### src/rtl/alu_pipe_if.sv
// alu_pipe_if: issue, result and interrupt signals of the pipelined ALU.
interface alu_pipe_if #(
  parameter int DATA_W = 8,
  parameter int CNT_W  = 4
);
  logic              alu_enable;
  logic              alu_enable_a;
  logic              alu_enable_b;
  logic [1:0]        alu_op_a;
  logic [1:0]        alu_op_b;
  logic [DATA_W-1:0] alu_in_a;
  logic [DATA_W-1:0] alu_in_b;
  logic              alu_irq_clr;
  logic [DATA_W-1:0] alu_out;
  logic              alu_out_valid;
  logic              alu_irq;
  logic [2:0]        alu_irq_cause;
  logic [CNT_W-1:0]  alu_irq_count;
  modport master (
    output alu_enable, alu_enable_a, alu_enable_b, alu_op_a, alu_op_b, alu_in_a, alu_in_b, alu_irq_clr,
    input  alu_out, alu_out_valid, alu_irq, alu_irq_cause, alu_irq_count
  );
  modport slave (
    input  alu_enable, alu_enable_a, alu_enable_b, alu_op_a, alu_op_b, alu_in_a, alu_in_b, alu_irq_clr,
    output alu_out, alu_out_valid, alu_irq, alu_irq_cause, alu_irq_count
  );
endinterface

### src/rtl/alu_pipe.sv
// alu_pipe: two-stage logic/arithmetic ALU with result strobe and sticky counted interrupt.
module alu_pipe #(
  parameter int DATA_W = 8,
  parameter int CNT_W  = 4
) (
  input logic       clk,
  input logic       rst_n,
  alu_pipe_if.slave bus
);
  logic              v1;
  logic [1:0]        mode1;
  logic [1:0]        op_a1;
  logic [1:0]        op_b1;
  logic [DATA_W-1:0] a1;
  logic [DATA_W-1:0] b1;
  logic [DATA_W:0]   sum;
  logic [DATA_W:0]   dif;
  logic [DATA_W-1:0] res;
  logic [2:0]        cause;
  logic              ev;
  assign sum = {1'b0, a1} + {1'b0, b1};
  assign dif = {1'b0, a1} - {1'b0, b1};
  assign ev  = v1 && cause != 3'd0;
  always_ff @(posedge clk or negedge rst_n) begin
    if (!rst_n) begin
      v1    <= 1'b0;
      mode1 <= '0;
      op_a1 <= '0;
      op_b1 <= '0;
      a1    <= '0;
      b1    <= '0;
    end else begin
      v1 <= bus.alu_enable && (bus.alu_enable_a || bus.alu_enable_b);
      if (bus.alu_enable) begin
        mode1 <= {bus.alu_enable_a, bus.alu_enable_b};
        op_a1 <= bus.alu_op_a;
        op_b1 <= bus.alu_op_b;
        a1    <= bus.alu_in_a;
        b1    <= bus.alu_in_b;
      end
    end
  end
  always_comb begin
    res   = '0;
    cause = 3'd0;
    case (mode1)
      2'b10: begin
        res   = op_a1 == 2'd0 ? a1 & b1 : op_a1 == 2'd1 ? ~(a1 & b1) : op_a1 == 2'd2 ? a1 | b1 : a1 ^ b1;
        cause = (op_a1 == 2'd3 && &res) ? 3'd1 : (op_a1 == 2'd1 && res == '0) ? 3'd2 : 3'd0;
      end
      2'b01: begin
        res   = op_b1 == 2'd0 ? ~(a1 ^ b1) : op_b1 == 2'd1 ? a1 & b1 : op_b1 == 2'd2 ? ~(a1 | b1) : a1 | b1;
        cause = (op_b1 == 2'd0 && &res) ? 3'd3 : (op_b1 == 2'd2 && &res) ? 3'd4 : 3'd0;
      end
      default: begin
        res   = op_a1 == 2'd0 ? sum[DATA_W-1:0] : op_a1 == 2'd1 ? dif[DATA_W-1:0] :
                op_a1 == 2'd2 ? (sum[DATA_W] ? '1 : sum[DATA_W-1:0]) : '0;
        cause = op_a1 == 2'd0 ? (sum[DATA_W] ? 3'd5 : 3'd0) : op_a1 == 2'd1 ? (dif[DATA_W] ? 3'd5 : 3'd0) :
                op_a1 == 2'd2 ? (sum[DATA_W] ? 3'd6 : 3'd0) : 3'd7;
      end
    endcase
  end
  // An event in the same cycle as a clear restarts the count at one.
  always_ff @(posedge clk or negedge rst_n) begin
    if (!rst_n) begin
      bus.alu_out       <= '0;
      bus.alu_out_valid <= 1'b0;
      bus.alu_irq       <= 1'b0;
      bus.alu_irq_cause <= 3'd0;
      bus.alu_irq_count <= '0;
    end else begin
      bus.alu_out_valid <= v1;
      if (v1) bus.alu_out <= res;
      if (ev) begin
        bus.alu_irq       <= 1'b1;
        bus.alu_irq_cause <= cause;
        bus.alu_irq_count <= bus.alu_irq_clr ? CNT_W'(1) :
                             &bus.alu_irq_count ? bus.alu_irq_count : bus.alu_irq_count + CNT_W'(1);
      end else if (bus.alu_irq_clr) begin
        bus.alu_irq       <= 1'b0;
        bus.alu_irq_cause <= 3'd0;
        bus.alu_irq_count <= '0;
      end
    end
  end
endmodule
### src/flat_wrapper.sv
// flat-port wrapper written by rule: the top's interface ports become plain ports
module alu_pipe_flat 
#(
  parameter int DATA_W = 8,
  parameter int CNT_W  = 4
)
  (clk, rst_n, bus_alu_enable, bus_alu_enable_a, bus_alu_enable_b, bus_alu_op_a, bus_alu_op_b, bus_alu_in_a, bus_alu_in_b, bus_alu_irq_clr, bus_alu_out, bus_alu_out_valid, bus_alu_irq, bus_alu_irq_cause, bus_alu_irq_count);
  alu_pipe_if #(.DATA_W(DATA_W), .CNT_W(CNT_W)) bus_i ();
  input logic clk;
  input logic rst_n;
  input wire logic [$bits(bus_i.alu_enable)-1:0] bus_alu_enable;
  input wire logic [$bits(bus_i.alu_enable_a)-1:0] bus_alu_enable_a;
  input wire logic [$bits(bus_i.alu_enable_b)-1:0] bus_alu_enable_b;
  input wire logic [$bits(bus_i.alu_op_a)-1:0] bus_alu_op_a;
  input wire logic [$bits(bus_i.alu_op_b)-1:0] bus_alu_op_b;
  input wire logic [$bits(bus_i.alu_in_a)-1:0] bus_alu_in_a;
  input wire logic [$bits(bus_i.alu_in_b)-1:0] bus_alu_in_b;
  input wire logic [$bits(bus_i.alu_irq_clr)-1:0] bus_alu_irq_clr;
  output wire logic [$bits(bus_i.alu_out)-1:0] bus_alu_out;
  output wire logic [$bits(bus_i.alu_out_valid)-1:0] bus_alu_out_valid;
  output wire logic [$bits(bus_i.alu_irq)-1:0] bus_alu_irq;
  output wire logic [$bits(bus_i.alu_irq_cause)-1:0] bus_alu_irq_cause;
  output wire logic [$bits(bus_i.alu_irq_count)-1:0] bus_alu_irq_count;
  assign bus_i.alu_enable = bus_alu_enable;
  assign bus_i.alu_enable_a = bus_alu_enable_a;
  assign bus_i.alu_enable_b = bus_alu_enable_b;
  assign bus_i.alu_op_a = bus_alu_op_a;
  assign bus_i.alu_op_b = bus_alu_op_b;
  assign bus_i.alu_in_a = bus_alu_in_a;
  assign bus_i.alu_in_b = bus_alu_in_b;
  assign bus_i.alu_irq_clr = bus_alu_irq_clr;
  assign bus_alu_out = bus_i.alu_out;
  assign bus_alu_out_valid = bus_i.alu_out_valid;
  assign bus_alu_irq = bus_i.alu_irq;
  assign bus_alu_irq_cause = bus_i.alu_irq_cause;
  assign bus_alu_irq_count = bus_i.alu_irq_count;
  alu_pipe #(.DATA_W(DATA_W), .CNT_W(CNT_W)) u_core (.clk(clk), .rst_n(rst_n), .bus(bus_i));
endmodule
### config.mk
export PLATFORM = sky130hd
export DESIGN_NAME = alu_pipe_flat
export DESIGN_NICKNAME = d
export VERILOG_FILES = /design/src/rtl/alu_pipe_if.sv /design/src/rtl/alu_pipe.sv /design/src/flat_wrapper.sv
export SDC_FILE = /design/constraint.sdc
export NUM_CORES = 1
export LEC_CHECK = 0
export BUFFER_PORTS_ARGS = -buffer_cell sky130_fd_sc_hd__buf_2
export CAP_MARGIN = 15
export CORE_MARGIN = 2
export CORE_UTILIZATION = 55
export CTS_BUF_LIST = sky130_fd_sc_hd__clkbuf_4
export DETAILED_ROUTE_END_ITERATION = 10
export PLACE_DENSITY_LB_ADDON = 0.15
export SLEW_MARGIN = 20
export SYNTH_ARGS = -nofsm -noshare
export SYNTH_HDL_FRONTEND = slang
export SYNTH_SLANG_ARGS = --single-unit
### constraint.sdc
create_clock -name clk -period 3.55 [get_ports clk]
set_input_delay 0.71 -clock clk [delete_from_list [all_inputs] [get_ports clk]]
set_output_delay 0.71 -clock clk [all_outputs]
set_load 0.03 [all_outputs]
* Word level (Yosys, flattened, before mapping)
Index checks and enable logic that the tools add are counted.
Storage, ports and cells: register bits after elaboration 40, latch bits 0, memory bits (writable) 0, memory bits (read-only) 0, input bits 26, output and inout port bits 17, word-level logic and storage cells 74, memories kept 0
Cells by class: $add $sub $neg 3, multiply operators 0, divide/modulo/power cells 0, order comparisons 0, equality and inequality tests 8, shifts and indexed selects 0, muxes and demuxes 30, bitwise logic cells 6, reduce and logical (&&, ||, !) cells 16
Operators with widths (count):
- $mux 8 | 10
- $mux 3 | 11
- $not 8->8 | 3
- $mux 4 | 4
- $pmux 8 s2 | 1
- $reduce_and 8->1 | 2
- $add 8x8->9 | 1
- $sub 8x8->9 | 1
- $and 8x8->8 | 1
- $eq 2x2->1 const B | 4
- $logic_not 8->1 | 1
- $or 8x8->8 | 1
- $xor 8x8->8 | 1
- $eq 2x1->1 const B | 3
- $logic_and 1x1->1 | 6
- $pmux 3 s2 | 1
- $add 4x1->4 const B | 1
- $logic_not 2->1 | 2
- $reduce_and 4->1 | 1
- $reduce_bool 3->1 | 1
- $mux 1 | 2
- $mux 2 | 1
- $ne 2x2->1 const B | 1
- $reduce_and 2->1 | 1
- other kinds (2) | 2

* Logic depth before layout (Yosys ltp)
Gate-level depths: netlist (run 1).
word-level depth 14, depth in mapped cells 12, mapped depth without buffers 12

* Worst setup path after synthesis (run 1)
Ideal clock, no wire load.
path kind register -> register, start point register u_core.a1[0], end point register u_core.bus.alu_irq_count[3], setup time 0.099 ns, arrival time 2.755 ns, data required time 3.451 ns, setup slack 0.695 ns, cell stages (with the launch flop) 13, path buffers 0, clock period less this slack 2.855 ns, cells stage by stage dfrtp_1 -> inv_1 -> ha_1 -> inv_1 -> fa_1 -> nor3b_1 -> o311ai_2 -> a2111oi_2 -> or4_1 -> a22o_1 -> nand4_4 -> a21oi_1 -> a311oi_1
On the way: longest elaborated chain between the ends 14, elaborated cells between the ends (all ways) 37, classes of those cells add/sub: 2; mux: 18; bitwise: 6; reduce/logical: 11
RTL lines:
- start: declaration | line alu_pipe.sv:14 | logic [DATA_W-1:0] a1;
- start signal: assignment | line alu_pipe.sv:38 | a1 <= bus.alu_in_a;
- parallel branches: the longest is 9 deep, another holds $add 8x8->9
- $pmux 3 s2 (*) | line alu_pipe.sv:46 | case (mode1)
- $reduce_bool 3->1 (*) | line alu_pipe.sv:23 | assign ev = v1 && cause != 3'd0;
- $logic_and 1x1->1 (*) | line alu_pipe.sv:23
- $reduce_bool 2->1 (no line)
- $reduce_and 2->1 (no line)
- end signal: assignment | line alu_pipe.sv:77 | bus.alu_irq_count <= bus.alu_irq_clr ? CNT_W'(1) :
- end: declaration | line alu_pipe_if.sv:25 | output alu_out, alu_out_valid, alu_irq, alu_irq_cause, alu_irq_count
Every way passes the cells marked *. A chain may end at the register's enable or synchronous reset.

* Final worst setup path (run 1)
Same ends and word-level chain as after synthesis.

==> impl_metrics.csv, run 1 <==
group,metric,value,unit
route,antenna_left,0,
route,dr_wl_met2,4077,um
outcome,violations,"design-rule violations",
die,row_count,28,
sta,hold_viol,0,
yosys,async_reset_ff_share,100.0,%
setup_path,setup.worst_path.class,"reg -> reg",
sta,finalWorstSetupSlack,0.3373,ns
clocking,cts_tree,"done",
power,leakagePower,1.782,nW
setup_path,critPathMostFrequentCell,"inv_1",
yosys,yosysMostFrequentCell,"dfrtp_1",
sta,slew-limit-headroom,39.10,%
clocking,cts_buffer_depth,2,
die,die_w,82.08,um
setup_path,cp_max_fo,6,
yosys,synth_commonest_cells,"dfrtp_1, nand2_1, inv_1, o21ai_0, ha_1",
sta,finalCritPeriodShare,90.50,%
route,via_per_inst,5.900,
route,detail_route.iter0.violations,324,
yosys,netlist_area,3353,um^2
global_route,globalRouteOverflowTotal,0,
global_route,antenna_found_initial,0,
global_route,grt_start_max_net_pins,43,
die,io_pins,43,
sta,tightest_slew,0.9135,ns
clocking,cts_setup_buffers,0,
route,drc_errors,1,
clocking,numCtsBuffers,5,
sta,tns,0,ns
setup_path,startpoint_type,"flop",
clocking,clk_latency,0.39,ns
clocking,cts-root-buf,"clkbuf_4",
sta,slew_violations,0,
route,routedWlPerCell,16.99,um
yosys,ys_warn_count,0,
setup_path,cp.required,3.84,ns
yosys,synth_edf_count,0,
sta,hold_slack,0.4129,ns
power,power_density,451.9,nW/um^2
die,start_util,56.64,%
worst_hold_path,hold_class,"in -> async",
job,drv_cap,0,
route,wl_met3,463,um
die,die_height,82.08,um
global_route,grt_pass1_vias,2772,
die,coreArea,5921,um^2
yosys,syn_inst,391,
yosys,synth_top_area_share,29.85,%
yosys,synth.ff_latch_count,40,
setup_path,slowest_stage,"or4_1",
clocking,numClockSinks,40,
global_route,grt_pass1_wl,13860,um
route,wirelength,8497,um
placement,place_congestion,0.9890,
final_layout,fill_cells,573,
yosys,yosysUniqueCellTypes,66,
yosys,yosysTopAreaCell,"dfrtp_1",
setup_path,arrival,3.51,ns
yosys,synthTopCellsByArea,"dfrtp_1, ha_1, o21ai_0",
yosys,syn-num-nets,446,
route,num_vias,2950,
setup_path,crit_chain,"inv_1 > ha_1 > inv_1 > fa_1 > nor3b_1 > o311ai_2 > a2111oi_2 > or4_1 > a22o_1 > nand4_4 > a21oi_1 > a311oi_1",
clocking,ctsResizeCount,0,
setup_path,cp-end-kind,"flop",
yosys,synth-main-ff-cell,"dfrtp_1",
route,met1Wirelength,3697,um
final_layout,nets,479,
final_layout,syn_to_final_growth,10.04,%
placement,io_buffers,42,
placement,post-place-ws,0.3719,ns
sta,setup_violations,0,
power,vdd_drop_max,252.5,uV
yosys,postSynthAreaPerCell,8.576,um^2
sta,rsz0062_at_grt,"no",
clocking,path_clk_slew,0.15,ns
die,dieArea,6737,um^2
placement,place_hpwl,6225,um
sta,worst_clock_skew,0.01993,ns
yosys,synth-seq-area-share,29.85,%
sta,post-route-min-period,3.213,ns
route,dr.max_layer_used,"met4",
route,dr.pass1.iters,7,
outcome,status,"finished with violations",
sta,max_freq,311.3,MHz
global_route,grt_usage,26.92,%
clocking,cts_hold_buffers,0,
final_layout,drive_gt1_share,18.35,%
final_layout,antennaDiodeCount,0,
setup_path,slowest_delay,0.49,ns
clocking,htreeDepth,2,
==> per-stage QoR <==
step,std cells,utilization [%],total power [mW],cell area [um^2]
after floorplan,391,-,1.135,3353
after global placement,492,60.88,1.314,3605
after detailed placement,492,60.88,1.329,3605
after CTS,500,62.32,1.662,3690
after global routing,500,62.32,1.766,3690
final,500,62.32,1.667,3690
==> per-layer routing <==
layer  vias up  GRT usage [%]
li1       1435              -
met3        21          3.846
met2        96          44.31
met4         0          10.00
met1      1398          35.83
met5         -              0
==> cell type report <==
type                       count  area [um^2]  share of cell area, %
clock buffer                   5        37.54                  1.017
clock inverter                 3        47.55                  1.289
inverter                      34        127.6                  3.459
multi-input combinational    295         2127                  57.65
sequential                    40         1001                  27.13
tap                           75        93.84                  2.543
timing repair buffer          48        255.2                  6.918
==> where the power goes <==
part / internal, mW / total (mW) / leakage, nW / switching, mW
combinational: 0.290 / 0.746 / 1.24 / 0.456
sequential: 0.520 / 0.584 / 0.495 / 0.0642
clock: 0.151 / 0.338 / 0.0454 / 0.187
total: 0.960 / 1.67 / 1.78 / 0.707
==> critical path: cells and delay by family, from the launching register on <==
family                   cells  cell delay [ns]
AO/OA/AOI/OAI                5             1.14
adder cells (fa/ha/maj)      2             0.60
buffers and inverters        2             0.17
flip-flops                   1             0.42
AND/OR/NAND/NOR              3             0.79
==> cell usage in the layout, fill, tap and decap left out, drive strengths merged, types with 6 or more instances in the layout <==
| cell type | instances |
|---|---|
| a21oi | 23 |
| nor2b | 7 |
| ha | 28 |
| nor3 | 6 |
| buf | 48 |
| nand3 | 6 |
| nand2b | 13 |
| mux2i | 6 |
| o21ai | 32 |
| xor2 | 16 |
| xnor2 | 9 |
| inv | 34 |
| mux2 | 9 |
| nand2 | 38 |
| dfrtp | 40 |
| nor2 | 25 |
==> registers in the layout, indices dropped and copies added (netlist names) <==
name,count
u_core.a1,8
u_core.b1,8
u_core.bus.alu_out,8
u_core.bus.alu_irq_count,4
u_core.bus.alu_irq_cause,3
u_core.mode1,2
u_core.op_a1,2
u_core.op_b1,2
u_core.bus.alu_irq,1
u_core.bus.alu_out_valid,1
u_core.v1,1
==> final timing paths <==
kind	startpoint	endpoint	slack, ns	cells after the start
setup reg to reg	u_core.a1[0]$_DFFE_PN0P_	u_core.bus.alu_irq_count[3]$_DFFE_PN0P_	0.34	12
min in group clk	u_core.bus.alu_irq_cause[1]$_DFFE_PN0P_	u_core.bus.alu_irq_cause[1]$_DFFE_PN0P_	0.51	1
setup / recovery	u_core.a1[0]$_DFFE_PN0P_	u_core.bus.alu_irq_count[3]$_DFFE_PN0P_	0.34	12
hold / removal	rst_n	u_core.b1[3]$_DFFE_PN0P_	0.41	1
max in group asynchronous	rst_n	u_core.a1[4]$_DFFE_PN0P_	2.53	1
hold reg to reg	u_core.bus.alu_irq_cause[1]$_DFFE_PN0P_	u_core.bus.alu_irq_cause[1]$_DFFE_PN0P_	0.51	1
==> kinds of logic (layout without fill, tap and decap cells) <==
| kind of cell | count (synthesis) | in the layout | share of synthesized area (%) |
|---|---|---|---|
| compound gates | 111 | 111 | 23.32 |
| xor+xnor | 25 | 25 | 6.530 |
| fa+ha+maj | 29 | 29 | 11.04 |
| buf+inv | 56 | 90 | 6.716 |
| flops | 40 | 40 | 29.85 |
| mux | 15 | 15 | 4.814 |
| simple gates | 115 | 115 | 17.72 |
Power figures use the tool's default switching activity.
==> inputs of run 2 (changes only) <==
--- a/config.mk
+++ b/config.mk
@@ -12,6 +12,7 @@
 export CTS_BUF_LIST = sky130_fd_sc_hd__clkbuf_4
 export DETAILED_ROUTE_END_ITERATION = 10
 export PLACE_DENSITY_LB_ADDON = 0.15
+export REMOVE_ABC_BUFFERS = 1
 export SLEW_MARGIN = 20
 export SYNTH_ARGS = -nofsm -noshare
 export SYNTH_HDL_FRONTEND = slang
==> impl_metrics.csv, run 2 (synthesized netlist as in run 1, its figures left out) <==
group,metric,value,unit
final_layout,fin_cells,501,
sta,slew-limit-headroom,41.84,%
sta,tns,0,ns
power,leakagePower,1.782,nW
final_layout,final_cell_mix,"buf_2, dfrtp_1, nand2_1",
die,row_count,28,
route,wirelength,7988,um
clocking,cts-root-buf,"clkbuf_4",
setup_path,ff2ff_setup_slack,0.41,ns
sta,setup_violations,0,
die,die_w,82.08,um
sta,hold_viol,0,
global_route,antenna_found_initial,0,
clocking,cts_hold_buffers,0,
setup_path,setup.worst_path.class,"reg -> reg",
placement,place_inst,493,
clocking,ctsResizeCount,0,
sta,finalCritPeriodShare,88.55,%
clocking,path_clk_slew,0.12,ns
route,antenna_left,0,
sta,post-route-min-period,3.144,ns
setup_path,cp_max_fo,6,
final_layout,syn_to_final_growth,9.963,%
route,dr.pass1.iters,5,
final_layout,nets,480,
sta,worst_clock_skew,0.01118,ns
route,detail_route.iter0.violations,323,
worst_hold_path,hold_class,"in -> async",
final_layout,drive_gt1_share,18.08,%
final_layout,final_common_cell,"buf_2",
global_route,grt_pass1_vias,2666,
global_route,grt_start_max_net_pins,43,
clocking,cts_tree,"done",
setup_path,cp-end-kind,"flop",
setup_path,cp.required,3.83,ns
placement,io_buffers,42,
clocking,cts_buffer_depth,2,
clocking,clk_latency,0.36,ns
setup_path,arrival,3.42,ns
final_layout,antennaDiodeCount,0,
global_route,grt_pass1_wl,13130,um
setup_path,startpoint_type,"flop",
sta,finalWorstSetupSlack,0.4063,ns
sta,rsz0062_at_grt,"no",
sta,tightest_slew,0.8725,ns
die,coreArea,5921,um^2
sta,max_freq,318.1,MHz
placement,place_hpwl,6027,um
setup_path,r2r_end,"u_core.bus.alu_irq_count[3]$_DFFE_PN0P_",
placement,post-place-ws,0.4432,ns
setup_path,worstSetupEndpoint,"u_core.bus.alu_irq_count[3]$_DFFE_PN0P_",
global_route,globalRouteOverflowTotal,0,
setup_path,startpoint,"u_core.a1[0]$_DFFE_PN0P_",
route,drc_errors,0,
power,power_density,441.3,nW/um^2
sta,slew_violations,0,
die,die_height,82.08,um
route,num_vias,2962,
power,vdd_drop_max,250.7,uV
global_route,grt_usage,25.77,%
setup_path,r2r_cells,12,
die,start_util,56.64,%
placement,place_congestion,0.9878,
route,via_per_inst,5.912,
job,drv_cap,0,
clocking,numClockSinks,40,
setup_path,timing.rr.start,"u_core.a1[0]$_DFFE_PN0P_",
clocking,htreeDepth,2,
die,io_pins,43,
clocking,cts_setup_buffers,0,
clocking,numCtsBuffers,5,
outcome,status,"completed",
route,routedWlPerCell,15.94,um
final_layout,reg_top3,"u_core.a1 x8, u_core.b1 x8, u_core.bus.alu_out x8",
die,dieArea,6737,um^2
==> run 2: final cells by class <==
type	instances	area (um^2)
repair buffers	49	262.8
inverters	34	127.6
fillers	528	2233
flip-flops and latches	40	1001
clock inverters	3	37.54
multi-input cells	295	2127
well taps	75	93.84
clock buffers	5	37.54
==> run 2: layer usage <==
metal | up-vias | track usage, % | part of all wire, %
li1 | 1441 | - | -
met5 | - | 0 | 0
met3 | 16 | 3.626 | 7.3
met1 | 1367 | 36.67 | 45
met2 | 138 | 39.84 | 45
met4 | 0 | 9.000 | 1.9
==> run 2: per-stage QoR <==
stage               utilization [%]  power, mW  hold slack (ns)  area (um^2)
floorplan                         -      1.117           0.4144         3256
global placement              61.01      1.310           0.4717         3612
detailed placement            61.01      1.326           0.4770         3612
CTS                           62.28      1.628           0.4838         3687
global route                  62.28      1.740           0.5313         3687
finish                        62.28      1.627           0.4423         3687
==> run 2: worst min-delay path by stage <==
stage	endpoint	slack, ns	depth (start not counted)
2_1_floorplan	u_core.a1[0]$_DFFE_PN0P_	0.41	0
3_3_place_gp	u_core.bus.alu_irq_cause[2]$_DFFE_PN0P_	0.47	1
3_5_place_dp	u_core.bus.alu_irq_cause[0]$_DFFE_PN0P_	0.48	1
4_1_cts	u_core.b1[1]$_DFFE_PN0P_	0.48	1
5_1_grt	u_core.bus.alu_irq_cause[0]$_DFFE_PN0P_	0.53	1
6_report	u_core.bus.alu_out_valid$_DFF_PN0_	0.44	1
==> run 2: worst max-delay path, cell delays in order (launching register included) <==
cell       delay (ns)
dfrtp_1          0.42
inv_1            0.10
ha_1             0.17
inv_1            0.06
fa_1             0.40
nor3b_1          0.18
o311ai_2         0.35
a2111oi_2        0.15
or4_1            0.50
a22o_1           0.30
nand4_4          0.10
a21oi_1          0.08
a311oi_1         0.25
==> run 2: report_power, final <==
part	switching (mW)	internal (mW)	total [mW]
registers	0.0571	0.520	0.577
logic	0.458	0.290	0.748
clock network	0.158	0.144	0.301
total	0.673	0.954	1.63
